<file path="src/rtl/pattern_producer.sv">
// pattern_producer: framed test-packet source (header, payload, XOR trailer, gap) feeding a downstream FIFO.
module pattern_producer #(
    parameter int          DW    = 32,
    parameter int          LEN_W = 16,
    parameter logic [31:0] SEED  = 32'h1
) (
    input  logic             clk_i,
    input  logic             rst_i,
    input  logic             en_i,
    input  logic [1:0]       mode_i,
    input  logic [LEN_W-1:0] len_i,
    input  logic [LEN_W-1:0] gap_i,
    input  logic [DW-1:0]    const_i,
    input  logic             fifo_full_i,
    input  logic             fifo_almst_full_i,
    output logic             fifo_wr_o,
    output logic [DW-1:0]    data_o,
    output logic             sop_o,
    output logic             eop_o,
    output logic             busy_o,
    output logic [31:0]      pkt_cnt_o,
    output logic             ovf_o
);
    typedef enum logic [2:0] {IDLE, HEADER, PAYLOAD, TRAILER, GAP} state_t;

    state_t             state_q, state_d;
    logic               wr_q, wr_d, sop_q, sop_d, eop_q, eop_d, ovf_q, ovf_d;
    logic [DW-1:0]      data_q, data_d, acc_q, acc_d, walk_q, walk_d, const_q, const_d, pay;
    logic [31:0]        pkt_q, pkt_d, lfsr_q, lfsr_d;
    logic [LEN_W-1:0]   idx_q, idx_d, gcnt_q, gcnt_d, len_q, len_d, gap_q, gap_d;
    logic [1:0]         mode_q, mode_d;
    logic               go;
    state_t             nxt;

    assign go = !fifo_almst_full_i && !fifo_full_i;
    assign nxt = en_i ? HEADER : IDLE;

    always_comb begin
        state_d = state_q;
        wr_d    = 1'b0;
        sop_d   = 1'b0;
        eop_d   = 1'b0;
        data_d  = data_q;
        acc_d   = acc_q;
        walk_d  = walk_q;
        lfsr_d  = lfsr_q;
        pkt_d   = pkt_q;
        idx_d   = idx_q;
        gcnt_d  = gcnt_q;
        len_d   = len_q;
        gap_d   = gap_q;
        mode_d  = mode_q;
        const_d = const_q;
        ovf_d   = ovf_q | (wr_q & fifo_full_i);
        pay     = mode_q == 2'b00 ? DW'(idx_q) :
                  mode_q == 2'b01 ? walk_q :
                  mode_q == 2'b10 ? lfsr_q[DW-1:0] : const_q;
        case (state_q)
            IDLE: state_d = nxt;
            HEADER: if (go) begin
                wr_d    = 1'b1;
                sop_d   = 1'b1;
                data_d  = {8'hA5, pkt_q[DW-9:0]};
                acc_d   = '0;
                idx_d   = '0;
                walk_d  = DW'(1);
                state_d = len_q == '0 ? TRAILER : PAYLOAD;
            end
            PAYLOAD: if (go) begin
                wr_d    = 1'b1;
                data_d  = pay;
                acc_d   = acc_q ^ pay;
                idx_d   = idx_q + LEN_W'(1);
                walk_d  = {walk_q[DW-2:0], walk_q[DW-1]};
                lfsr_d  = mode_q == 2'b10 ? {lfsr_q[30:0], lfsr_q[30] ^ lfsr_q[27]} : lfsr_q;
                state_d = idx_q == len_q - LEN_W'(1) ? TRAILER : PAYLOAD;
            end
            TRAILER: if (go) begin
                wr_d    = 1'b1;
                eop_d   = 1'b1;
                data_d  = acc_q;
                pkt_d   = pkt_q + 32'd1;
                gcnt_d  = '0;
                state_d = gap_q == '0 ? nxt : GAP;
            end
            GAP: begin
                gcnt_d  = gcnt_q + LEN_W'(1);
                state_d = gcnt_q == gap_q - LEN_W'(1) ? nxt : GAP;
            end
            default: state_d = IDLE;
        endcase
        // configuration is captured at every packet start, so it is frozen for the packet's lifetime
        if (state_d == HEADER && state_q != HEADER) begin
            len_d   = len_i;
            gap_d   = gap_i;
            mode_d  = mode_i;
            const_d = const_i;
        end
    end

    always_ff @(posedge clk_i) begin
        if (rst_i) begin
            state_q <= IDLE;
            wr_q    <= 1'b0;
            sop_q   <= 1'b0;
            eop_q   <= 1'b0;
            ovf_q   <= 1'b0;
            data_q  <= '0;
            acc_q   <= '0;
            walk_q  <= '0;
            const_q <= '0;
            pkt_q   <= '0;
            lfsr_q  <= SEED;
            idx_q   <= '0;
            gcnt_q  <= '0;
            len_q   <= '0;
            gap_q   <= '0;
            mode_q  <= '0;
        end else begin
            state_q <= state_d;
            wr_q    <= wr_d;
            sop_q   <= sop_d;
            eop_q   <= eop_d;
            ovf_q   <= ovf_d;
            data_q  <= data_d;
            acc_q   <= acc_d;
            walk_q  <= walk_d;
            const_q <= const_d;
            pkt_q   <= pkt_d;
            lfsr_q  <= lfsr_d;
            idx_q   <= idx_d;
            gcnt_q  <= gcnt_d;
            len_q   <= len_d;
            gap_q   <= gap_d;
            mode_q  <= mode_d;
        end
    end

    assign fifo_wr_o = wr_q;
    assign data_o    = data_q;
    assign sop_o     = sop_q;
    assign eop_o     = eop_q;
    assign busy_o    = state_q != IDLE;
    assign pkt_cnt_o = pkt_q;
    assign ovf_o     = ovf_q;
endmodule

</file>
<file path="config.mk">
export PLATFORM = sky130hd
export DESIGN_NAME = pattern_producer
export DESIGN_NICKNAME = d
export VERILOG_FILES = /design/src/rtl/pattern_producer.sv
export SDC_FILE = /design/constraint.sdc
export NUM_CORES = 1
export LEC_CHECK = 0
export ABC_AREA = 1
export CAP_MARGIN = 20
export CORE_ASPECT_RATIO = 1.5
export CORE_MARGIN = 2
export CORE_UTILIZATION = 35
export CTS_CLUSTER_SIZE = 14
export DETAILED_ROUTE_END_ITERATION = 12
export GPL_TIMING_DRIVEN = 1
export PLACE_DENSITY = 0.52
export SLEW_MARGIN = 10
export SYNTH_ARGS = -nofsm -noshare
export SYNTH_HDL_FRONTEND = slang
export SYNTH_SLANG_ARGS = --single-unit
</file>
<file path="constraint.sdc">
create_clock -name clk_i -period 3.9 [get_ports clk_i]
set_input_delay 0.39 -clock clk_i [delete_from_list [all_inputs] [get_ports clk_i]]
set_output_delay 0.39 -clock clk_i [all_outputs]
set_load 0.05 [all_outputs]
</file>
[Word level (Yosys, flattened, before mapping)]
Index checks and enable logic that the tools add are counted.
Widths: inputs -> output; s select.
Storage, ports and cells
  register bits: 265
Operators by class
  $add $sub $neg: 5
  eq/ne operators: 13
  multiplexer cells: 27
  bitwise logic cells: 7
  reductions and logical operators: 21
Operator list (count)
  $mux 32: 10
  $pmux 32 s2: 2
  $pmux 32 s3: 1
  $pmux 16 s2: 2
  $add 16x1->16 const B: 2
  $add 32x1->32 const B: 1
  $eq 16x16->1: 2
  $logic_not 16->1: 2
  $mux 16: 2
  $sub 16x1->16 const B: 2
  $xor 32x32->32: 1
  $mux 3: 5
  $pmux 3 s5: 1
  $eq 3x1->1 const B: 2
  $eq 3x2->1 const B: 2
  $ne 2x2->1 const B: 3
  $reduce_and 3->1: 2
  $reduce_bool 3->1: 2
  $reduce_or 2->1: 3
  $mux 1: 4
  $reduce_and 2->1: 2
  $reduce_and 4->1: 1
  $reduce_bool 2->1: 2
  $eq 3x3->1 const B: 1
  other kinds (12): 16

[Logic depth before layout (Yosys ltp)]
  depth in word-level cells: 7
  mapped depth: 19
  mapped depth without buffers: 17

[Least setup slack after synthesis]
Ideal clock, no wire load.
  kind: flip-flop to flip-flop
  start point: reg gap_q[0]
  end point: reg const_q[10]
  data arrival time: 1.986 ns
  data required time: 3.785 ns
  setup slack: 1.799 ns
  cell stages (with the launch flop): 17
  buffers on the path: 2
  period minus slack after synthesis: 2.101 ns
  path through: dfxtp_1 inv_1 ha_1 nand2_2 nor2_8 nand3_2 xor2_1 nor2_1 nand2_1 nor2_1 nand3_1 nand2_2 buf_6 buf_4 nand3_1 nand2_1 nor2_1
Between the ends
  longest elaborated chain between the ends: 6
Ends and longest elaborated chain
  start, declared: RTL line 30  | logic [LEN_W-1:0] idx_q, idx_d, gcnt_q, gcnt_d, len_q, len_d, gap_q, gap_d;
  start signal, assigned: RTL line 134  | gap_q <= gap_d;
  $sub 16x1->16 or $logic_not 16->1 (tied branches): RTL line 88, 84
  $eq 16x16->1 or $mux 3 (tied branches): RTL line 88, 84
  $mux 3, on equally long branches: RTL line 88, 78
  $pmux 3 s5 *: RTL line 58  | case (state_q)
  $eq 3x1->1 *: RTL line 93  | if (state_d == HEADER && state_q != HEADER) begin
  $logic_and 1x1->1 *: RTL line 93
  end signal, assigned: RTL line 128  | const_q <= const_d;
  end, declared: RTL line 28  | logic [DW-1:0] data_q, data_d, acc_q, acc_d, walk_q, walk_d, const_q, const_d, pay;
Mark *: on every way between the ends. The rest lies on a longest branch, timed or not.
A chain may end at the register's enable or synchronous reset.

[Worst setup path in the final report]
  start point: reg mode_q[1]
  end point: reg acc_q[8]
Between the ends
  longest elaborated chain between the ends: 7
Ends and longest elaborated chain
  start, declared: RTL line 31  | logic [1:0] mode_q, mode_d;
  start signal, assigned: RTL line 135  | mode_q <= mode_d;
  $eq 2x2->1: RTL line 57  | mode_q == 2'b10 ? lfsr_q[DW-1:0] : const_q;
  $mux 32: RTL line 57
  $mux 32: RTL line 56  | mode_q == 2'b01 ? walk_q :
  $mux 32 *: RTL line 55  | pay = mode_q == 2'b00 ? DW'(idx_q) :
  $xor 32x32->32 *: RTL line 72  | acc_d = acc_q ^ pay;
  $mux 32 *: RTL line 69  | PAYLOAD: if (go) begin
  $pmux 32 s2 *: RTL line 58
  end signal, assigned: RTL line 109  | acc_q <= '0;
  end signal, assigned: RTL line 126  | acc_q <= acc_d;
  end, declared: RTL line 28
Mark *: on every way between the ends. The rest lies on a longest branch, timed or not. The select of a mux whose other input is x is not followed.

==> flow_summary.ini <==
[setup_path]
crit_arrival_ns = 3.33
critical_path.max_fanout = 30
worst-setup-path-type = flop to flop
cp_data_required_time_ns = 4.36
critical_path.startpoint_type = flop
r2r-start = mode_q[1]
rr_worst_depth = 9
worst-r2r-setup-slack_ns = 1.03
critPathCaptureType = flop
worst_r2r_endpoint = acc_q[8]

[clock_tree]
cts_inserted_buffers = 28
cts-hold-fix-buffers = 0
clock_tree.buffer_depth = 3
clk_pin_slew_worst_paths_ns = 0.06
ctsHtreeMaxLevel = 1
cts_resized = 0
cts_root_buf = clkbuf_16
clock_latency_ns = 0.56
cts.sink_count = 265
cts_tree = yes
cts_setup_buffers = 0

[layout]
proportion_of_layout_cells_with_a_drive_suffix_above_1_pct = 5.13
layout.area.seq_um2 = 5310
area_growth_syn_to_layout_pct = 20.7
layout.nets = 2201
footprint_of_the_multi_input_gates_um2 = 6810
n_antenna_cell = 0
fin_area_um2 = 16200
fillers = 4018

[logic_synthesis]
synth-main-ff-cell = dfxtp_1
synth_top_area_share_pct = 39.5
yosys_warnings = 0
synthesis.nets = 2111
muxShareOfSynthArea_pct = 0
synthSimpleGateAreaFrac_pct = 30.2
synth_edf_count = 0
synth_compound_area_share_pct = 17.6
synth.avg_cell_area_um2 = 6.61
synthTopCellsByArea = dfxtp_1, nand2_1, nor2_1
syn-cell-area_um2 = 13400
main_combinational_cell_family_by_area_after_synthesis = simple AND/OR/NAND/NOR gates
yosys.area_share.xor_xnor_pct = 2.34
syn-instance-count = 2035
portion_of_the_post_synthesis_area_used_by_sequential_elements_pct = 39.5
async_flop_share_pct = 0
ys_types = 49
synth_top_area_cell = dfxtp_1
yosys_register_bits = 265
yosys.area_share.adder_pct = 0.465

[routing]
m1WireLength_um = 18400
drt_pass1_iterations = 5
routedWlPerCell_um = 15.8
detailedRoute.firstIterationViolations = 917
drc = 0
detail-route-antenna-nets = 0
drt-vias-per-instance = 5.05
routed_wirelength_um = 41500
route.met3.wl_um = 1720
routed-wl-met2_um = 20300
top_layer_used = met4
via_count = 13309

[global_routing]
grt_max_degree = 79
global_route_total_usage_across_every_layer_pct = 20.5
vias_in_the_first_global_route = 12514
grt_pass1_wl_um = 66700
number_of_antenna_violations_at_the_first_check_in_global_routing = 0
grt-ovfl-total = 0

[timing]
final-setup-viol-count = 0
period_share_pct = 73.6
timing.clock.skew_ns = 0.0124
timing.fmax_mhz = 348
worst_slew_margin_rel_pct = 31.2
worst_slew_pin_slew_ns = 1.03
timing.final.max_slew_violations = 0
fin_worst_hold_slack_ns = 0.195
finalHoldViolations = 0
final_period_minus_worst_setup_slack_ns = 2.87
rsz_0062_raised_after_global_routing = no
setup-tns-final_ns = 0

[run]
drv_cap = 0

[placement]
io_buffer_count = 139
gp_congestion = 0.854
hpwl_um = 29900
placedInstanceArea_um2 = 15300

[power]
p_leak_nw = 6.48
power.density_nw_per_um2 = 441
power.ir.vdd_worst_mv = 0.268
total_power_mw = 7.16

[die]
chipWidth_um = 164
die_area_um2 = 40000
ios = 140
core.rowCount = 87
die-height_um = 244
initial_core_util_pct = 35.6
core_area_um2 = 37800

[worst_hold_path]
timing.hold.worst.class = input pin to flop
endpoint_of_the_worst_hold_path = eop_o
worst_hold_start = rst_i
min_delay_path_depth = 2

[run_status]
status = finished clean
==> per-stage QoR <==
step / utilization [%] / instances / setup WS, ns
after floorplan: - / 2035 / 1.80
after global placement: 40.5 / 2584 / 0.921
after detailed placement: 40.5 / 2584 / 0.841
after CTS: 43.0 / 2634 / 1.03
after global routing: 43.0 / 2634 / 0.693
final: 43.0 / 2634 / 1.03
==> synthesized netlist by cell type, drive strengths merged (2+ instances only) <==
library cell / instances
a211oi: 8
a21o: 2
a21oi: 168
a221oi: 4
a22oi: 2
a311oi: 2
a31oi: 26
and3: 9
buf: 33
clkbuf: 79
clkinv: 3
dfxtp: 265
ha: 5
inv: 228
nand2: 416
nand3: 178
nand3b: 2
nand4: 23
nor2: 290
nor3: 27
nor3b: 4
nor4: 6
o211ai: 16
o21a: 4
o21ai: 161
o22ai: 7
o311a: 2
o31ai: 20
or2: 2
xnor2: 16
xor2: 20
==> cell usage in the layout, fill, tap and decap left out, types with 9 or more instances in the layout <==
cell | Yosys | layout
a31oi_1 | 26 | 26
xnor2_1 | 16 | 16
o31ai_1 | 20 | 20
nor2_1 | 285 | 284
xor2_1 | 20 | 20
a21oi_1 | 168 | 167
inv_2 | 10 | 10
inv_1 | 218 | 218
dfxtp_1 | 265 | 265
nand3_1 | 177 | 177
nand4_1 | 23 | 23
nor3_1 | 23 | 23
clkbuf_16 | 0 | 29
and3_1 | 9 | 9
o211ai_1 | 16 | 16
o21ai_0 | 157 | 157
buf_4 | 9 | 28
clkdlybuf4s50_1 | 0 | 138
nand2_1 | 412 | 412
==> layout make-up <==
class	count	share of cell area [%]
sequential	265	32.7
clock buffer	37	4.90
timing repair buffer	172	10.5
multi-input combinational	1427	42.0
tap	489	3.77
clock inverter	13	0.763
inverter	231	5.36
==> worst max path at each step <==
stage / start / end / slack (ns)
5_1_grt: gap_q[0] / const_q[1] / 0.69
6_report: mode_q[1] / acc_q[8] / 1.03
3_3_place_gp: fifo_full_i / pkt_cnt_o[14] / 0.92
4_1_cts: mode_q[1] / acc_q[7] / 1.03
2_1_floorplan: gap_q[0] / const_q[10] / 1.80
3_5_place_dp: fifo_full_i / pkt_cnt_o[14] / 0.84
==> worst max-delay path, cell delays in order (launching register included) <==
cell and delay [ns]:
dfxtp_1 0.45, nand2_1 0.38, inv_2 0.54, nor2_1 0.08, o31ai_1 0.49, o21ai_0 0.36
nor2_1 0.26, nand3_1 0.10, nand2_1 0.07, a21oi_1 0.03
==> report_power, final <==
part	total, mW	internal, mW	switching, mW
logic	1.50	0.526	0.975
registers	2.95	2.83	0.118
clock network	2.71	1.56	1.15
total	7.16	4.92	2.24
==> per-layer routing <==
layer  track usage, %  up-vias
li1                 -     6825
met1             26.3     6116
met2             36.1      305
met3             1.93       63
met4             6.09        0
met5                0        -
==> cell families (layout without fill, tap and decap cells) <==
logic type | Yosys count | in the layout
AOI/OAI and AO/OA | 427 | 427
DFF | 265 | 265
buffers and inverters | 343 | 453
adders and majority gates | 5 | 5
xor gates and xnor gates | 36 | 36
and+or+nand+nor | 959 | 959
==> flip-flops by register name, indices dropped and copies added (netlist names), 2 cells and up <==
| register | count |
|---|---|
| state_q | 3 |
| idx_q | 16 |
| mode_q | 2 |
| len_q | 16 |
| acc_q | 32 |
| walk_q | 32 |
| pkt_cnt_o | 32 |
| lfsr_q | 32 |
| gcnt_q | 16 |
| data_o | 32 |
| const_q | 32 |
| gap_q | 16 |
No activity file was read; power rests on OpenSTA's default activity.
